$ cat src/rtl/fabric_cfg_pkg.sv
// Shared definitions for the column configuration frame writer: FSM states, header sync
// pattern and header field positions.
package fabric_cfg_pkg;

  typedef enum logic [1:0] {
    IDLE   = 2'd0,
    LOAD   = 2'd1,
    STROBE = 2'd2,
    HOLD   = 2'd3
  } cfg_state_e;

  localparam logic [7:0] CFG_SYNC = 8'hA5;

  localparam int unsigned IDX_LSB  = 0;
  localparam int unsigned IDX_MSB  = 4;
  localparam int unsigned COL_LSB  = 8;
  localparam int unsigned COL_MSB  = 15;
  localparam int unsigned SYNC_LSB = 24;
  localparam int unsigned SYNC_MSB = 31;

  localparam int unsigned IDX_W = IDX_MSB - IDX_LSB + 1;

endpackage

$ cat src/rtl/column_frame_writer_if.sv
// Valid/ready word stream carrying frame headers and row data into the column writer.
interface column_frame_writer_if #(
  parameter int unsigned DataWidth = 32
);
  logic                 cfg_valid;
  logic                 cfg_ready;
  logic [DataWidth-1:0] cfg_data;

  modport master (output cfg_valid, output cfg_data, input cfg_ready);
  modport slave  (input cfg_valid, input cfg_data, output cfg_ready);
endinterface

$ cat src/rtl/frame_row_buffer.sv
// NumRows x FrameBitsPerRow register file holding the frame presented on FrameData.
module frame_row_buffer #(
  parameter int unsigned NumRows         = 7,
  parameter int unsigned FrameBitsPerRow = 32,
  parameter int unsigned AddrW           = 3
) (
  input  logic                               clk_i,
  input  logic                               rst_ni,
  input  logic                               we_i,
  input  logic [AddrW-1:0]                   addr_i,
  input  logic [FrameBitsPerRow-1:0]         wdata_i,
  output logic [NumRows*FrameBitsPerRow-1:0] frame_data_o
);

  logic [NumRows*FrameBitsPerRow-1:0] rows_q;

  // Write the addressed row; all other rows hold their value.
  always_ff @(posedge clk_i or negedge rst_ni) begin
    if (!rst_ni) begin
      rows_q <= '0;
    end else begin
      for (int unsigned r = 0; r < NumRows; r++) begin
        if (we_i && (addr_i == AddrW'(r))) begin
          rows_q[r*FrameBitsPerRow +: FrameBitsPerRow] <= wdata_i;
        end
      end
    end
  end

  assign frame_data_o = rows_q;

endmodule

$ cat src/rtl/column_frame_writer.sv
// Column-top configuration frame writer: collects header + NumRows words, then pulses one
// FrameStrobe bit to latch the assembled frame. Frames for other columns are swallowed.
module column_frame_writer
  import fabric_cfg_pkg::*;
#(
  parameter int unsigned MaxFramesPerCol = 20,
  parameter int unsigned FrameBitsPerRow = 32,
  parameter int unsigned NumRows         = 7,
  parameter logic [7:0]  ColumnId        = 8'd0
) (
  input  logic                               UserCLK,
  input  logic                               rst,
  column_frame_writer_if.slave               cfg,
  output logic [NumRows*FrameBitsPerRow-1:0] FrameData,
  output logic [MaxFramesPerCol-1:0]         FrameStrobe,
  output logic                               busy,
  output logic                               err
);

  localparam int unsigned CntW = (NumRows > 1) ? $clog2(NumRows) : 1;

  cfg_state_e                 state_q, state_d;
  logic [CntW-1:0]            cnt_q, cnt_d;
  logic [IDX_W-1:0]           idx_q, idx_d;
  logic                       match_q, match_d;
  logic                       err_q, err_d;
  logic [MaxFramesPerCol-1:0] strobe_q, strobe_d;
  logic [MaxFramesPerCol-1:0] strobe_hot;
  logic                       ready, xfer, row_we;
  logic [IDX_W-1:0]           hdr_idx;
  logic [7:0]                 hdr_col, hdr_sync;
  logic                       col_hit, idx_ok;

  assign ready    = (state_q == IDLE) || (state_q == LOAD);
  assign xfer     = cfg.cfg_valid && ready;
  assign hdr_idx  = cfg.cfg_data[IDX_MSB:IDX_LSB];
  assign hdr_col  = cfg.cfg_data[COL_MSB:COL_LSB];
  assign hdr_sync = cfg.cfg_data[SYNC_MSB:SYNC_LSB];
  assign col_hit  = (hdr_col == ColumnId);
  assign idx_ok   = (32'(hdr_idx) < MaxFramesPerCol);

  // Decode the latched frame index to a one-hot strobe pattern.
  always_comb begin
    strobe_hot = '0;
    for (int unsigned i = 0; i < MaxFramesPerCol; i++) begin
      if (idx_q == IDX_W'(i)) strobe_hot[i] = 1'b1;
    end
  end

  // State, counter, header latches and registered strobe.
  always_ff @(posedge UserCLK or negedge rst) begin
    if (!rst) begin
      state_q  <= IDLE;
      cnt_q    <= '0;
      idx_q    <= '0;
      match_q  <= 1'b0;
      err_q    <= 1'b0;
      strobe_q <= '0;
    end else begin
      state_q  <= state_d;
      cnt_q    <= cnt_d;
      idx_q    <= idx_d;
      match_q  <= match_d;
      err_q    <= err_d;
      strobe_q <= strobe_d;
    end
  end

  // Next-state logic; the strobe is armed on the last data word so it appears in STROBE.
  always_comb begin
    state_d  = state_q;
    cnt_d    = cnt_q;
    idx_d    = idx_q;
    match_d  = match_q;
    err_d    = err_q;
    strobe_d = '0;
    row_we   = 1'b0;
    unique case (state_q)
      IDLE: begin
        if (xfer && (hdr_sync == CFG_SYNC)) begin
          idx_d   = hdr_idx;
          match_d = col_hit && idx_ok;
          if (col_hit && !idx_ok) err_d = 1'b1;
          cnt_d   = '0;
          state_d = LOAD;
        end
      end
      LOAD: begin
        if (xfer) begin
          row_we = match_q;
          cnt_d  = cnt_q + CntW'(1);
          if (cnt_q == CntW'(NumRows - 1)) begin
            if (match_q) begin
              state_d  = STROBE;
              strobe_d = strobe_hot;
            end else begin
              state_d = IDLE;
            end
          end
        end
      end
      STROBE:  state_d = HOLD;
      HOLD:    state_d = IDLE;
      default: state_d = IDLE;
    endcase
  end

  frame_row_buffer #(
    .NumRows         (NumRows),
    .FrameBitsPerRow (FrameBitsPerRow),
    .AddrW           (CntW)
  ) u_rows (
    .clk_i        (UserCLK),
    .rst_ni       (rst),
    .we_i         (row_we),
    .addr_i       (cnt_q),
    .wdata_i      (cfg.cfg_data),
    .frame_data_o (FrameData)
  );

  assign cfg.cfg_ready = ready;
  assign FrameStrobe   = strobe_q;
  assign busy          = (state_q != IDLE);
  assign err           = err_q;

endmodule

$ cat src/flat_wrapper.sv
// flat-port wrapper written by rule: the top's interface ports become plain ports
module column_frame_writer_flat import fabric_cfg_pkg::*;
#(
  parameter int unsigned MaxFramesPerCol = 20,
  parameter int unsigned FrameBitsPerRow = 32,
  parameter int unsigned NumRows         = 7,
  parameter logic [7:0]  ColumnId        = 8'd0
)
  (UserCLK, rst, FrameData, FrameStrobe, busy, err, cfg_cfg_valid, cfg_cfg_data, cfg_cfg_ready);
  column_frame_writer_if #(.DataWidth((32))) cfg_i ();
  input  logic UserCLK;
  input  logic rst;
  output logic [NumRows*FrameBitsPerRow-1:0] FrameData;
  output logic [MaxFramesPerCol-1:0] FrameStrobe;
  output logic busy;
  output logic err;
  input wire logic [$bits(cfg_i.cfg_valid)-1:0] cfg_cfg_valid;
  input wire logic [$bits(cfg_i.cfg_data)-1:0] cfg_cfg_data;
  output wire logic [$bits(cfg_i.cfg_ready)-1:0] cfg_cfg_ready;
  assign cfg_i.cfg_valid = cfg_cfg_valid;
  assign cfg_i.cfg_data = cfg_cfg_data;
  assign cfg_cfg_ready = cfg_i.cfg_ready;
  column_frame_writer #(.MaxFramesPerCol(MaxFramesPerCol), .FrameBitsPerRow(FrameBitsPerRow), .NumRows(NumRows), .ColumnId(ColumnId)) u_core (.UserCLK(UserCLK), .rst(rst), .cfg(cfg_i), .FrameData(FrameData), .FrameStrobe(FrameStrobe), .busy(busy), .err(err));
endmodule
$ cat config.mk
export PLATFORM = sky130hd
export DESIGN_NAME = column_frame_writer_flat
export DESIGN_NICKNAME = d
export VERILOG_FILES = /design/src/rtl/fabric_cfg_pkg.sv /design/src/rtl/column_frame_writer_if.sv /design/src/rtl/frame_row_buffer.sv /design/src/rtl/column_frame_writer.sv /design/src/flat_wrapper.sv
export SDC_FILE = /design/constraint.sdc
export NUM_CORES = 1
export LEC_CHECK = 0
export CAP_MARGIN = 20
export CORE_MARGIN = 2
export CORE_UTILIZATION = 46
export CTS_CLUSTER_DIAMETER = 30
export CTS_CLUSTER_SIZE = 25
export DETAILED_ROUTE_END_ITERATION = 6
export PLACE_DENSITY = 0.82
export SLEW_MARGIN = 10
export SYNTH_ARGS = -nofsm -noshare
export SYNTH_HDL_FRONTEND = slang
export SYNTH_SLANG_ARGS = --single-unit
$ cat constraint.sdc
create_clock -name UserCLK -period 3.17 [get_ports UserCLK]
set_input_delay 0.4755 -clock UserCLK [delete_from_list [all_inputs] [get_ports UserCLK]]
set_output_delay 0.4755 -clock UserCLK [all_outputs]
set_load 0.05 [all_outputs]
# Yosys cells after proc, flatten, opt, wreduce, memory -nomap -nowiden
# Index checks and enable logic that the tools add are counted.
# W data, S select, Z words.
[op_classes]
n_div = 0
n_mux = 34
n_mul = 0
eq_ne = 32
n_shift = 0
add_sub_neg = 1
n_reduce_logical = 23
order_cmp = 1
bitwise = 0
[op_table]
columns = ["op", "count"]
rows = [
  ["$mux W20", 4],
  ["$eq A5 B4 Y1 const B", 8],
  ["$mux W1", 22],
  ["$eq A5 B3 Y1 const B", 4],
  ["$eq A5 B5 Y1 const B", 4],
  ["$logic_and A1 B1 Y1", 11],
  ["$eq A5 B2 Y1 const B", 2],
  ["$eq A3 B3 Y1 const B", 3],
  ["$reduce_and A3 Y1", 3],
  ["$eq A8 B8 Y1 const B", 1],
  ["$logic_not A8 Y1", 1],
  ["$mux W2", 4],
  ["$pmux W2 S4", 1],
  ["$eq A3 B2 Y1 const B", 2],
  ["$mux W3", 2],
  ["$pmux W3 S2", 1],
  ["$eq A5 B1 Y1 const B", 1],
  ["$logic_not A5 Y1", 1],
  ["$lt A5 B5 Y1 const B", 1],
  ["$eq A2 B2 Y1 const B", 2],
  ["$ne A2 B2 Y1 const B", 2],
  ["$reduce_bool A2 Y1", 2],
  ["$add A3 B1 Y3 const B", 1],
  ["$eq A3 B1 Y1 const B", 1],
  ["7 further kinds", 7],
]
[totals]
latchBits = 0
rom_bits = 0
wordCells = 104
n_memories = 0
reg_bits = 256
ram_bits = 0

# Logic depth before layout (Yosys ltp)
[logic_depth]
ltp_word = 6
depth_mapped = 6
ltp_nobuf = 5

# Cells and area by module
# A second synthesis with hierarchy kept.
[unflattened]
cells_unflattened = 593
area_unflattened_um2 = 9690.5
[by_module_without_submodules]
columns = ["module", "seq_area_each_um2", "cells_each", "area_each_um2", "n_inst"]
rows = [
  ["frame_row_buffer", 5605.4, 483, 8378.0, 1],
  ["column_frame_writer", 800.8, 110, 1312.5, 1],
]

# Worst setup path after synthesis
# OpenSTA, ideal clock, no wires.
[synth_timing]
path_type = "register to register"
start = "reg u_core.cnt_q[0]"
end = "reg u_core.u_rows.rows_q[199] (netlist: u_core.u_rows.frame_data_o[199])"
required_time_ns = 3.045
path_stages_with_launch = 7
synth_period_minus_slack_ns = 1.674
setup_slack_ns = 1.496
path_buffers = 1
setup_time_ns = 0.125
arrival_time_ns = 1.549
cell_sequence = "dfrtp_1 inv_1 ha_1 and2_1 nand2_2 buf_2 mux2_2"
[synth_between]
elab_chain_cells = 2
[synth_rtl]
columns = ["element", "line_no", "source"]
rows = [
  ["from (decl)", "column_frame_writer.sv:23", "logic [CntW-1:0] cnt_q, cnt_d;"],
  ["from (signal assigned)", "column_frame_writer.sv:61", "cnt_q <= cnt_d;"],
  ["$eq A3 B3 Y1", "frame_row_buffer.sv:23", "if (we_i && (addr_i == AddrW'(r))) begin"],
  ["$logic_and A1 B1 Y1", "frame_row_buffer.sv:23", ""],
  ["to (signal, indexed assignment)", "frame_row_buffer.sv:24", "rows_q[r*FrameBitsPerRow +: FrameBitsPerRow] <= wdata_i;"],
  ["to (decl)", "frame_row_buffer.sv:15", "logic [NumRows*FrameBitsPerRow-1:0] rows_q;"],
]
# Every way passes these cells.
# A chain may end at the register's enable or synchronous reset.

# Worst setup path after layout
[layout_timing]
start = "reg u_core.state_q[0]"
end = "out busy"
[layout_between]
elab_chain_cells = 1
[layout_rtl]
columns = ["element", "line_no", "source"]
rows = [
  ["from (decl)", "column_frame_writer.sv:22", "cfg_state_e state_q, state_d;"],
  ["from (signal assigned)", "column_frame_writer.sv:60", "state_q <= state_d;"],
  ["$reduce_bool A2 Y1", "column_frame_writer.sv:123", "assign busy = (state_q != IDLE);"],
  ["to (decl)", "flat_wrapper.sv:15", "output logic busy;"],
]
# Every way passes these cells.

==> metrics.md <==
| Metric | Value |
|---|---|
| Status | completed |
| Placed cell areas | 13400 um^2 |
| Post-CTS setup buffers | 0 |
| Worst-path clk slew | 0.05 ns |
| Row cnt | 54 |
| Min-delay worst type | in2async |
| Share of layout cells above drive strength 1 | 0.358 |
| Cts repair resizes | 0 |
| Diode count | 0 |
| Commonest non-fill, non-tap cell in the layout | clkdlybuf4s50_1 |
| Drt drc | 0 |
| Starting Density | 0.471 |
| Min Hold Slack | 0.000749 ns |
| Initial antenna violation count | 0 |
| Ports | 282 |
| Largest net degree at the start of global routing | 105 |
| Die Ht | 154 um |
| Cell area after layout | 15100 um^2 |
| Mapped Area | 10300 um^2 |
| Die X | 154 um |
| Wire per inst | 21.8 um |
| Htree depth | 2 |
| Adder-cell share of the synthesized area | 0.00607 |
| Final Wtd Congestion | 0.785 |
| Routed Antenna Nets | 0 |
| Setup crit end kind | primary output |
| Post-synth ARST share | 1.00 |
| Most frequent cells in the layout | 280 x clkdlybuf4s50_1, 256 x dfrtp_1, 143 x mux2_4 |
| Final WL | 26800 um |
| CTS Buf Count | 49 |
| Max-slew violation count | 0 |
| Hpwl dp | 17200 um |
| Number of synthesized flops with an enable pin | 0 |
| Syn Area/Cell | 17.5 um^2 |
| Xor/xnor share of the synthesized area | 0 |
| CP Cell Sequence | inv_1, nand2_1, clkdlybuf4s50_1 |
| Total Neg Setup Slack | 0 ns |
| TritonRoute pass-1 iters | 4 |
| Synth Area in Compound Gates | 0.00765 |
| Fmax achieved | 0.392 GHz |
| Leakage | 7.10 nW |
| Ys flop type | dfrtp_1 |
| Worst setup SP type | flop |
| Post-Synthesis Net Count | 629 |
| Final layout net count | 952 |
| Crit Path Category | reg2out |
| Clk_lat worst skew | 0.53 ns |
| Non-Filler Instances | 1230 |
| Simple-gate area share of the yosys netlist | 0.0310 |
| Synthesized instance count | 589 |
| Via/cell ratio | 5.12 |
| Fin crit share | 0.804 |
| Final Critical Period | 2.55 ns |
| Clock root buffer | clkbuf_16 |
| First-pass GRT wire length | 41800 um |
| Worst ir drop on vdd | 450 uV |
| Layout Skew | 0.0143 ns |
| CTS Sinks | 256 |
| Slew @ Worst Pin | 0.802 ns |
| RSZ-0062 raised after global routing | no |
| Power density cells | 584 nW/um^2 |
| DR vias | 6292 |
| Hold-fix buffers, CTS | 0 |
| Multiplexer area fraction after synthesis | 0.303 |
| Post-synth cell types | 33 |
| DRT iter0 DRCs | 201 |
| CTS tree | built |
| Yosys Warn Count | 0 |
| Relative slew slack | 0.465 |
| Syn-to-layout area delta | 46.8% |
| Finish-stage setup viols | 0 |
| Largest stage delay, worst path | 0.85 ns |
| Overflow after GRT | 0 |
| Port buffer count | 281 |
| Vias in the first global route | 6902 |
| Arrival time at the worst endpoint | 2.07 ns |
| Flops & latches, synth | 256 |
| Post-synthesis sequential area ratio | 0.622 |
| GRT Total Usage | 0.227 |
| Dpl cells | 1141 |
| Crit path max fanout | 6 |
| Worst EP required | 2.69 ns |
| Largest family of logic cells by synthesized area | multiplexers |
| Die area | 23600 um^2 |
| Core box area | 21900 um^2 |
| Fillers | 1452 |
| Final Hold Viols | 0 |
| Max_cap viols | 0 |
| Reg2reg setup slack | 1.07 ns |
| Bufs on Longest Clock Path | 3 |
| Worst path slowest cell | clkdlybuf4s50_1 |
## per-stage QoR
step	power, W	setup WS, ns	util
global route	0.00910	0.558	0.691
global placement	0.00362	0.618	0.614
floorplan	0.00343	1.50	-
detailed placement	0.00362	0.514	0.614
finish	0.00883	0.622	0.691
CTS	0.00891	0.611	0.691
## synthesized netlist by cell type (2+ instances only)
cell type	instances	area, um^2
ha_1	5	62.6
nor3_1	3	15.0
buf_2	6	30.0
and3_1	4	25.0
mux2_1	3	33.8
nor4_1	4	25.0
mux2_2	84	946
buf_6	18	203
nand2_1	5	18.8
nand4bb_1	2	22.5
o311ai_0	3	26.3
or4_1	5	37.5
o21ai_0	4	20.0
buf_12	2	40.0
dfrtp_1	256	6410
mux2_4	143	2150
nand2b_1	5	31.3
nor2_1	16	60.1
inv_1	7	26.3
## kinds of logic (layout without fill, tap and decap cells)
kind of cell,after synthesis,after routing
DFF,256,256
muxes,230,230
and+or+nand+nor,53,53
buffers and inverters,34,395
AOI/OAI and AO/OA,11,11
adders and majority gates,5,5
## critical path, delay by kind of cell (launching register included)
family / cells / cell delay (ns)
and+or+nand+nor: 1 / 0.10
buffers and inverters: 2 / 0.97
DFF: 1 / 0.48
## path summary, 6_finish.rpt
path / to / cells past startpoint / startpoint
min reg2reg: u_core.u_rows.frame_data_o[201]$_DFFE_PN0P_ / 1 / u_core.u_rows.frame_data_o[201]$_DFFE_PN0P_
min in group UserCLK: u_core.u_rows.frame_data_o[201]$_DFFE_PN0P_ / 1 / u_core.u_rows.frame_data_o[201]$_DFFE_PN0P_
max: busy / 3 / u_core.state_q[0]$_DFFE_PN0P_
max in group asynchronous: u_core.u_rows.frame_data_o[104]$_DFFE_PN0P_ / 2 / rst
min: u_core.u_rows.frame_data_o[112]$_DFFE_PN0P_ / 1 / rst
max reg2reg: u_core.u_rows.frame_data_o[31]$_DFFE_PN0P_ / 4 / flop
## power by group
group / total, W / internal (W) / switching, W / leakage, nW
Combinational: 0.000256 / 0.0000863 / 0.000169 / 2.68
Sequential: 0.00332 / 0.00329 / 0.0000246 / 3.57
Clock: 0.00526 / 0.00358 / 0.00168 / 0.844
Total: 0.00883 / 0.00696 / 0.00187 / 7.10
## flip-flops by register name, indices dropped and copies added, names as in the netlist, named ones only
register,cells
u_core.match_q,1
u_core.u_rows.frame_data_o,224
u_core.err,1
u_core.idx_q,5
u_core.FrameStrobe,20
u_core.cnt_q,3
u_core.state_q,1
## metal layers
layer / global-route usage / part of all wire / vias up
met5: 0 / 0 / -
met4: 0.0603 / 0.020 / 0
met3: 0.0707 / 0.077 / 52
met2: 0.373 / 0.48 / 257
met1: 0.295 / 0.42 / 3234
li1: - / - / 2749
## cell type report
cell class                 instances  area, um^2  share of cell area
clock buffer                      60        1350              0.0892
clock inverter                    29         352              0.0232
inverter                           7        26.3             0.00174
multi-input combinational        299        3590               0.238
sequential                       256        6410               0.423
tap                              280         350              0.0232
timing repair buffer             299        3050               0.202
Note: power is estimated with default switching activity, not from simulation.
